`src/rtl/imem_pkg.sv`:
```
// Shared types and constants for the instruction-RAM loader.
// The default fill word is all-ones and covers word widths up to 64 bits.
package imem_pkg;

  typedef enum logic [1:0] {
    ST_IDLE = 2'd0,
    ST_LOAD = 2'd1,
    ST_FILL = 2'd2,
    ST_FIN  = 2'd3
  } state_e;

  localparam logic [63:0] DEF_END_WORD = '1;

endpackage

```
`src/rtl/imem_loader.sv`:
```
// Streams a program into instruction RAM, pads the remainder with END_WORD and releases the CPU.
// Optional macro IMEM_LOADER_CHECKSUM_EN adds an XOR checksum of accepted program words.
//
// state | meaning
// IDLE  | after reset, CPU held, waiting for START
// LOAD  | accepting program words from the stream
// FILL  | writing END_WORD up to the last RAM address
// FIN   | image complete, CPU released, waiting for START
module imem_loader
  import imem_pkg::*;
#(
  parameter int unsigned           WORD_W   = 32,
  parameter int unsigned           DEPTH    = 512,
  parameter logic [WORD_W-1:0]     END_WORD = WORD_W'(DEF_END_WORD)
) (
  input  logic                       CLK,
  input  logic                       RESET,
  input  logic                       START,
  input  logic                       IN_VALID,
  output logic                       IN_READY,
  input  logic [WORD_W-1:0]          IN_DATA,
  input  logic                       IN_LAST,
  output logic                       WE,
  output logic [$clog2(DEPTH)-1:0]   WADDR,
  output logic [WORD_W-1:0]          WDATA,
  output logic                       CPU_HOLD,
  output logic                       DONE,
  output logic                       OVERFLOW,
  output logic [$clog2(DEPTH):0]     LOAD_COUNT
`ifdef IMEM_LOADER_CHECKSUM_EN
  , output logic [WORD_W-1:0]        CHECKSUM
`endif
);

  localparam int unsigned AW = $clog2(DEPTH);
  localparam logic [AW-1:0] LAST_ADDR = AW'(DEPTH - 1);
  localparam logic [AW:0]   CNT_MAX   = (AW+1)'(DEPTH);

  state_e        state_q, state_d;
  logic [AW-1:0] addr_q, addr_d;
  logic [AW:0]   cnt_q, cnt_d;
  logic          ovf_q, ovf_d;
  logic          start_ok;
  logic          xfer;

  assign start_ok = START && ((state_q == ST_IDLE) || (state_q == ST_FIN));
  assign xfer     = (state_q == ST_LOAD) && IN_VALID;

  always_comb begin
    state_d  = state_q;
    addr_d   = addr_q;
    cnt_d    = cnt_q;
    ovf_d    = ovf_q;
    IN_READY = 1'b0;
    WE       = 1'b0;
    WDATA    = '0;
    case (state_q)
      ST_IDLE, ST_FIN: begin
        if (start_ok) begin
          state_d = ST_LOAD;
          addr_d  = '0;
          cnt_d   = '0;
          ovf_d   = 1'b0;
        end
      end
      ST_LOAD: begin
        IN_READY = 1'b1;
        if (IN_VALID) begin
          WE    = 1'b1;
          WDATA = IN_DATA;
          if (cnt_q != CNT_MAX) cnt_d = cnt_q + 1'b1;
          // The last address is held rather than incremented so it can never wrap.
          if (addr_q == LAST_ADDR) begin
            state_d = ST_FIN;
            ovf_d   = !IN_LAST;
          end else begin
            addr_d = addr_q + 1'b1;
            if (IN_LAST) state_d = ST_FILL;
          end
        end
      end
      ST_FILL: begin
        WE    = 1'b1;
        WDATA = END_WORD;
        if (addr_q == LAST_ADDR) state_d = ST_FIN;
        else                     addr_d  = addr_q + 1'b1;
      end
      default: state_d = ST_IDLE;
    endcase
  end

  always_ff @(posedge CLK) begin
    if (RESET) begin
      state_q <= ST_IDLE;
      addr_q  <= '0;
      cnt_q   <= '0;
      ovf_q   <= 1'b0;
    end else begin
      state_q <= state_d;
      addr_q  <= addr_d;
      cnt_q   <= cnt_d;
      ovf_q   <= ovf_d;
    end
  end

  assign WADDR      = addr_q;
  assign DONE       = (state_q == ST_FIN);
  assign CPU_HOLD   = (state_q != ST_FIN);
  assign OVERFLOW   = ovf_q;
  assign LOAD_COUNT = cnt_q;

`ifdef IMEM_LOADER_CHECKSUM_EN
  logic [WORD_W-1:0] csum_q, csum_d;

  always_comb begin
    csum_d = csum_q;
    if (start_ok)  csum_d = '0;
    else if (xfer) csum_d = csum_q ^ IN_DATA;
  end

  always_ff @(posedge CLK) begin
    if (RESET) csum_q <= '0;
    else       csum_q <= csum_d;
  end

  assign CHECKSUM = csum_q;
`endif

endmodule

```
`config.mk`:
```
export PLATFORM = sky130hd
export DESIGN_NAME = imem_loader
export DESIGN_NICKNAME = d
export VERILOG_FILES = /design/src/rtl/imem_pkg.sv /design/src/rtl/imem_loader.sv
export SDC_FILE = /design/constraint.sdc
export NUM_CORES = 1
export LEC_CHECK = 0
export BUFFER_PORTS_ARGS = -buffer_cell sky130_fd_sc_hd__buf_2
export CORE_UTILIZATION = 44
export CTS_BUF_LIST = sky130_fd_sc_hd__clkbuf_16
export DETAILED_ROUTE_END_ITERATION = 8
export PLACE_DENSITY = 0.93
export SLEW_MARGIN = 20
export SYNTH_ARGS = -nofsm -noshare
export SYNTH_HDL_FRONTEND = slang
export SYNTH_SLANG_ARGS = --single-unit
```
`constraint.sdc`:
```
create_clock -name CLK -period 2.32 [get_ports CLK]
set_input_delay 0.116 -clock CLK [delete_from_list [all_inputs] [get_ports CLK]]
set_output_delay 0.116 -clock CLK [all_outputs]
set_load 0.005 [all_outputs]
```
==> results.toml, run 1 <==
[run_status]
outcome = "completed"

[grt]
grt-ovfl-total = 0
grt_pass1_vias = 1489
antenna_found_initial = 0
track_usage_pct = 21.2
grt_pass1_wl_um = 6170
grt_max_degree = 34

[floorplan]
rows = 21
dieArea_um2 = 3830
initial_utilization_pct = 46.5
die_width_um = 61.9
die_h_um = 61.9
core-area_um2 = 3390
ioPinCount = 93

[placed_design]
dp_hpwl_um = 3030
routabilityCongestion = 0.878
portBuffers = 92
dpl.cell_count = 321
place_ws_ps = 305

[power]
p_clk_share_pct = 18.5
peakVddDrop_uv = 742
combPwrFrac_pct = 59.1
pwr-share-seq_pct = 22.4
p_leak_nw = 1.00
switching_share_pct = 44.0
p_int_mw = 1.11
power_density_nw_per_um2 = 929
finalPower_mw = 1.98
p_sw_mw = 0.868

[detailed_routing]
wl_um = 4000
vias_per_cell = 5.50
num_vias = 1789
routedWlPerCell_um = 12.3
drt-pass1-iter-count = 4
drc = 0
drt_first_iter_violations = 118
drt.antenna.violating_nets = 0

[setup_path]
cp.arrival_ps = 2210
cp-end-kind = "register"
critPathMaxFanout = 6
worstPathRequired_ps = 2490
critPathKind = "register to register"
worstSetupStartpointType = "register"

[clock_tree]
cts.htree.levels = 1
clockBufferDepth = 2
cts-root-buf = "clkbuf_16"
clock_sinks = 22
clk_pin_slew_ps = 60
cts_resized = 0
clock_latency_ps = 250
cts_tree = "yes"
cts_buffers = 3
post-cts-setup-buffers = 0
postCtsHoldBufs = 0

[final_layout]
diodes = 0
multiInputGateArea_um2 = 1030
nNetsFinal = 325
area.growth.synth_to_final_pct = 34.8
layout.cells.non_filler = 325
seq_area_um2 = 440
drive_gt1_share_pct = 38.4
final.fill_count = 273

[sta]
setup_viol = 0
skew_ps = 5.46
final_max_slew_viol_count = 0
hold_viol = 0
fin_crit_sh_pct = 88.0
rsz0062_at_grt = "no"
fmax_mhz = 490
period_needed_ps = 2040
timing.final.ws_setup_ps = 279
slew_headroom_pct = 63.8
worstMarginPinSlew_ps = 540
fin_setup_tns_ps = 0

[synth]
yosys_warnings = 0
ys.flop_type = "dfxtp_1"
syn_nets = 239
seq_area_frac_synth_pct = 27.9
async_reset_ff_share_pct = 0
ys_types = 42
syn_avg_cell_area_um2 = 8.13
syn_inst = 194
synth_enable_flop_cells = 0
synth_area_um2 = 1580
synth_seq_cells = 22

[hold_path]
hp-class = "input port to register"

[job]
maxCapViolCount = 0
Yosys cell counts (4+ instances only):
master	instances	share of area, %
buf_2	4	1.3
nand2b_1	4	1.6
nor3_1	4	1.3
o21a_1	32	15
o21ai_0	8	2.5
a31oi_1	5	2.0
a21oi_1	11	3.5
nor2_1	10	2.4
a211oi_1	4	1.9
inv_1	11	2.6
clkbuf_1	8	1.9
nand3_1	5	1.6
dfxtp_1	22	28
ha_1	8	6.3
nand4_1	5	2.0
nand2_1	11	2.6
a311oi_1	5	2.8
worst max-delay path, stage by stage, from the launching register on:
cell and delay, ps:
dfxtp_1 420, and4_1 230, nand2_1 80, nor2_1 180, ha_1 190, inv_1 40, a222oi_1 520, nor2_1 80
a211oi_1 220
cell type report:
type / count / area share (%)
Clock inverter: 1 / 0.176
Sequential cell: 22 / 20.7
Timing Repair Buffer: 95 / 22.7
Tap cell: 46 / 2.71
Multi-Input combinational cell: 147 / 48.2
Clock buffer: 3 / 3.53
Inverter: 11 / 1.94
state kept, by name, indices dropped and copies added (netlist names):
register and cells:
OVERFLOW 1, LOAD_COUNT 10, state_q 2, WADDR 9
routing by layer:
| metal | vias to the layer above | part of all wire, % | routed length, um | GRT usage (%) |
|---|---|---|---|---|
| met1 | 796 | 41 | 1630 | 25.4 |
| met3 | 4 | 7.5 | 300 | 1.86 |
| met2 | 88 | 51 | 2030 | 39.3 |
| met4 | 0 | 1.0 | 41 | 7.30 |
| li1 | 901 | - | - | - |
| met5 | - | 0 | 0 | 0 |
placed cells by master, fill, tap and decap left out, drive strengths merged, types with 3 or more instances in the layout:
master  count
a211oi      4
a21oi      11
a311oi      5
a31oi       5
and3        3
buf        95
clkbuf      3
dfxtp      22
ha          8
inv        11
nand2      11
nand2b      4
nand3       5
nand4       5
nor2       12
nor3        4
o211ai      3
o21a       32
o21ai       9
o31ai       3
xor2        3
metrics by stage:
stage	hold slack, ps	area, um^2	utilization [%]
after floorplan	307	1580	-
after global placement	427	2050	60.4
after detailed placement	437	2050	60.4
after CTS	170	2130	62.8
after global routing	182	2130	62.8
final	169	2130	62.8
power by group through the flow:
stage                     Combinational (mW)  Sequential (mW)  Clock [mW]
after CTS                               1.17            0.442       0.367
final                                   1.17            0.442       0.366
after global routing                    1.30            0.449       0.380
after floorplan                        0.852            0.446           0
after detailed placement                1.16            0.451           0
after global placement                  1.14            0.448           0
cell families (layout without fill, tap and decap cells):
| kind of cell | count (synthesis) | after routing | synth area share, % |
|---|---|---|---|
| AOI/OAI and AO/OA | 80 | 80 | 36.5 |
| xor gates and xnor gates | 3 | 3 | 1.67 |
| adders and majority gates | 8 | 8 | 6.34 |
| buffers and inverters | 25 | 110 | 7.22 |
| DFF | 22 | 22 | 27.9 |
| and+or+nand+nor | 56 | 56 | 20.4 |
final timing paths:
check                              start          to  slack (ps)  cells after the start
worst min-delay path             IN_LAST    OVERFLOW         170                      3
worst max register to register  WADDR[2]  state_q[1]         280                      8
worst min register to register  WADDR[1]    WADDR[1]         490                      2
worst max-delay path            WADDR[2]  state_q[1]         280                      8
Note: power is estimated with default switching activity, not from simulation.
==> run 2: changes to the inputs <==
CORE_ASPECT_RATIO = 1.75   (was unset)
CORE_UTILIZATION = 47   (was 44)
PLACE_DENSITY = 0.95   (was 0.93)
clock period = 2.45 ns   (was 2.32 ns; I/O delays follow)
==> run 2 against run 1 <==
Against the previous run: fmax is 4.5% lower; critical path type unchanged; register-to-register slack improved by 30 ps; largest cell class unchanged; utilization is 5.2 points higher; global-route usage up 4.9 points; sequential share of layout area fell by 0.29 points; sequential cell count stayed put; worst hold slack is essentially flat; combinational power barely moved; setup slack gained 34 ps; critical path depth unchanged; critical endpoint is now state_q[0]; first-iteration DRC count decreased by 63%.
==> results.toml, run 2 (synthesis results as in run 1) <==
[floorplan]
dieArea_um2 = 3600
die_width_um = 45.8
ioPinCount = 93
rows = 27
initial_utilization_pct = 49.7
core-area_um2 = 3180
die_h_um = 78.6

[sta]
hold_viol = 0
fin_setup_tns_ps = 0
final_max_slew_viol_count = 0
rsz0062_at_grt = "no"
fmax_mhz = 468
slew_headroom_pct = 58.6
fin_crit_sh_pct = 87.2
worstMarginPinSlew_ps = 620
skew_ps = 3.40
setup_viol = 0
hold_ws_ps = 168
period_needed_ps = 2140

[placed_design]
portBuffers = 92
dp_hpwl_um = 3360
routabilityCongestion = 0.872
place_area_um2 = 2050

[power]
power_density_nw_per_um2 = 950
p_leak_nw = 1.02
p_clk_share_pct = 22.8
pwr-share-seq_pct = 20.5
combPwrFrac_pct = 56.7
p_sw_mw = 0.883
p_int_mw = 1.17
switching_share_pct = 43.1
peakVddDrop_uv = 624

[setup_path]
critPathMaxFanout = 6
critPathKind = "register to register"
cp.arrival_ps = 2310
worstSetupStartpointType = "register"
cp-end-kind = "register"
worstPathRequired_ps = 2620

[clock_tree]
cts_buffers = 3
clk_pin_slew_ps = 60
cts_tree = "yes"
postCtsHoldBufs = 0
cts_resized = 0
clockBufferDepth = 2
cts-root-buf = "clkbuf_16"
clock_sinks = 22
cts.htree.levels = 1
clock_latency_ps = 260
post-cts-setup-buffers = 0

[grt]
grt_pass1_wl_um = 7160
antenna_found_initial = 0
grt_max_degree = 34
grt_pass1_vias = 1625
grt-ovfl-total = 0
track_usage_pct = 26.1

[final_layout]
nNetsFinal = 326
drive_gt1_share_pct = 38.9
diodes = 0
layout_common_cells = "buf_2 (92), o21a_1 (32), dfxtp_1 (22)"
fin_area_um2 = 2160
largest_reg_flops = 10
area.growth.synth_to_final_pct = 36.7
finish.utilization_pct = 67.9
final_common_cell = "buf_2"

[detailed_routing]
drt.antenna.violating_nets = 0
drt_first_iter_violations = 44
vias_per_cell = 5.55
drt-pass1-iter-count = 4
num_vias = 1794
routedWlPerCell_um = 14.0
drc = 0
wl_um = 4530

[hold_path]
hp-class = "input port to register"

[run_status]
outcome = "completed"

[job]
maxCapViolCount = 0
run 2: worst paths after layout:
kind	startpoint	endpoint	slack (ps)	depth (start not counted)
max reg2reg	WADDR[2]	state_q[0]	310	8
min	IN_LAST	OVERFLOW	170	3
min reg2reg	OVERFLOW	OVERFLOW	490	2
max	WADDR[2]	state_q[0]	310	8
run 2: layer usage:
layer / track usage [%] / up-vias / wire length, um
met1: 30.6 / 827 / 1890
met3: 3.45 / 5 / 213
met5: 0 / - / 0
met2: 44.3 / 64 / 2360
li1: - / 898 / -
met4: 12.4 / 0 / 65
run 2: metrics by stage:
stage / setup slack [ps] / instances / total power [mW]
floorplan: 621 / 194 / 1.23
global placement: 477 / 319 / 1.52
detailed placement: 387 / 319 / 1.56
CTS: 329 / 323 / 2.04
global route: 14.9 / 323 / 2.17
finish: 313 / 323 / 2.05
run 2: critical path, cell delays in order (launching register included):
cell      delay, ps
dfxtp_1         420
and4_1          240
nand2_1          80
nor2_1          170
ha_1            190
inv_1            50
a222oi_1        590
nor2_1           80
a211oi_1        230
run 2: cell type report:
class	instances	area (um^2)
clock inverter	1	30.0
fill	289	1020
sequential	22	440
timing repair buffer	96	490
inverter	11	41.3
tap	43	53.8
clock buffer	3	75.1
multi-input combinational	147	1030
run 2: power groups by stage:
stage / clock (mW) / combinational (mW) / sequential, mW
after floorplan: 0 / 0.807 / 0.422
after global placement: 0 / 1.10 / 0.425
after detailed placement: 0 / 1.14 / 0.427
after CTS: 0.470 / 1.15 / 0.420
after global routing: 0.487 / 1.25 / 0.427
final: 0.468 / 1.16 / 0.419
==> run 3: changes to the inputs <==
GPL_TIMING_DRIVEN = 0   (was unset)
==> run 3 against run 2 <==
Against the previous run: wire length grew 2.6%; utilization rose by 1.1 points; worst hold slack improved by 2.2 ps; first-iteration DRC count rose by 18%; clock power is 3% lower; fmax shrank 2.9%; global-route usage grew 0.18 points.
==> results.toml, run 3 (synthesis results as in run 1) <==
[power]
p_int_mw = 1.20
pwr-share-seq_pct = 20.2
combPwrFrac_pct = 57.8
p_leak_nw = 1.04
power_density_nw_per_um2 = 945
p_sw_mw = 0.875
peakVddDrop_uv = 789
switching_share_pct = 42.3
p_clk_share_pct = 22.0

[placed_design]
dp_hpwl_um = 3530
portBuffers = 91
dpl.cell_count = 328
routabilityCongestion = 0.801

[clock_tree]
cts_resized = 0
clockBufferDepth = 2
clock_latency_ps = 260
cts_buffers = 3
postCtsHoldBufs = 0
cts.htree.levels = 1
post-cts-setup-buffers = 0
cts_tree = "yes"
clk_pin_slew_ps = 60
cts-root-buf = "clkbuf_16"
clock_sinks = 22

[detailed_routing]
vias_per_cell = 5.57
drc = 0
routedWlPerCell_um = 14.0
drt.antenna.violating_nets = 0
drt-pass1-iter-count = 4
drt_first_iter_violations = 52
num_vias = 1850
wl_um = 4640

[grt]
grt_pass1_vias = 1649
grt-ovfl-total = 0
track_usage_pct = 26.2
grt_pass1_wl_um = 7200
grt_max_degree = 14
antenna_found_initial = 0

[floorplan]
ioPinCount = 93
dieArea_um2 = 3600
core-area_um2 = 3180
initial_utilization_pct = 49.7
die_width_um = 45.8
die_h_um = 78.6
rows = 27

[final_layout]
layout_common_cells = "buf_2 (95), o21a_1 (32), dfxtp_1 (22)"
final_common_cell = "buf_2"
area.growth.synth_to_final_pct = 38.9
nNetsFinal = 335
diodes = 0
layout.cells.non_filler = 332
drive_gt1_share_pct = 37.7
largest_reg_flops = 10

[sta]
fin_setup_tns_ps = 0
worstMarginPinSlew_ps = 557
slew_headroom_pct = 62.7
period_needed_ps = 2200
fmax_mhz = 455
final_max_slew_viol_count = 0
rsz0062_at_grt = "no"
hold_viol = 0
skew_ps = 1.30
fin_crit_sh_pct = 89.8
setup_viol = 0

[setup_path]
path_cells = "inv_1 -> ha_1 -> buf_6 -> nor2_1 -> buf_2 -> o21a_1 -> buf_2"
worstPathRequired_ps = 2330
r2r_slack_ps = 370
worst_r2r_path_depth = 8
cp_num_buf_inv = 4
cp.arrival_ps = 2080
crit_top_cell = "buf_2"
slowest_delay_ps = 380
r2r_end = "state_q[1]"
critPathMaxFanout = 10
cp-end-kind = "output pin"
worstSetupStartpointType = "register"
critPathSlowestCell = "dfxtp_1"
crit_family = "buffers and inverters"
reg2reg_from = "WADDR[2]"
critPathKind = "register to output pin"

[job]
maxCapViolCount = 0

[hold_path]
holdPathStages = 3
min_to = "OVERFLOW"
hp-class = "input port to register"
hp-start = "IN_LAST"

[run_status]
outcome = "completed"
run 3: area by class of cell:
type,count,area (um^2)
multi-input combinational,147,1020
fill,317,983
timing repair buffer,91,455
sequential,22,440
clock buffer,3,75.1
buffer,14,72.6
tap,43,53.8
inverter,11,41.3
clock inverter,1,30.0
run 3: worst reg2reg max path, stage by stage (launching register included):
cell and delay [ps]:
dfxtp_1 420, and4_1 240, nand2_1 90, nor2_1 160
ha_1 190, inv_1 50, a222oi_1 530, nor2_1 80
a211oi_1 230
run 3: worst max-delay path by stage:
stage / slack, ps / startpoint / cells after the start / end
after floorplan: 620 / WADDR[2] / 8 / state_q[1]
after global placement: 460 / WADDR[2] / 8 / state_q[0]
after detailed placement: 410 / WADDR[2] / 8 / state_q[1]
after CTS: 240 / state_q[0] / 7 / WDATA[26]
after global routing: 100 / state_q[1] / 7 / WDATA[26]
final: 250 / state_q[0] / 7 / WDATA[26]
run 3: power groups by stage:
stage | registers [mW] | clock network, mW | logic, mW
floorplan | 0.422 | 0 | 0.807
global placement | 0.426 | 0 | 1.14
detailed placement | 0.427 | 0 | 1.18
CTS | 0.419 | 0.463 | 1.19
global route | 0.426 | 0.481 | 1.31
finish | 0.419 | 0.456 | 1.20
run 3: through the flow:
| stage | utilization [%] | power, mW | hold WS, ps | setup slack, ps | area [um^2] |
|---|---|---|---|---|---|
| floorplan | - | 1.23 | 313 | 621 | 1580 |
| global placement | 65.7 | 1.57 | 431 | 457 | 2090 |
| detailed placement | 65.7 | 1.60 | 433 | 407 | 2090 |
| CTS | 69.0 | 2.08 | 160 | 239 | 2190 |
| global route | 69.0 | 2.21 | 177 | 99.6 | 2190 |
| finish | 69.0 | 2.07 | 171 | 251 | 2190 |
run 3: per-layer routing:
| layer | share of wire, % | GRT usage (%) | wire, um | up-vias |
|---|---|---|---|---|
| li1 | - | - | - | 915 |
| met1 | 40 | 30.9 | 1850 | 858 |
| met2 | 53 | 44.1 | 2450 | 67 |
| met3 | 5.5 | 4.83 | 255 | 10 |
| met4 | 1.8 | 11.5 | 85 | 0 |
| met5 | 0 | 0 | 0 | - |
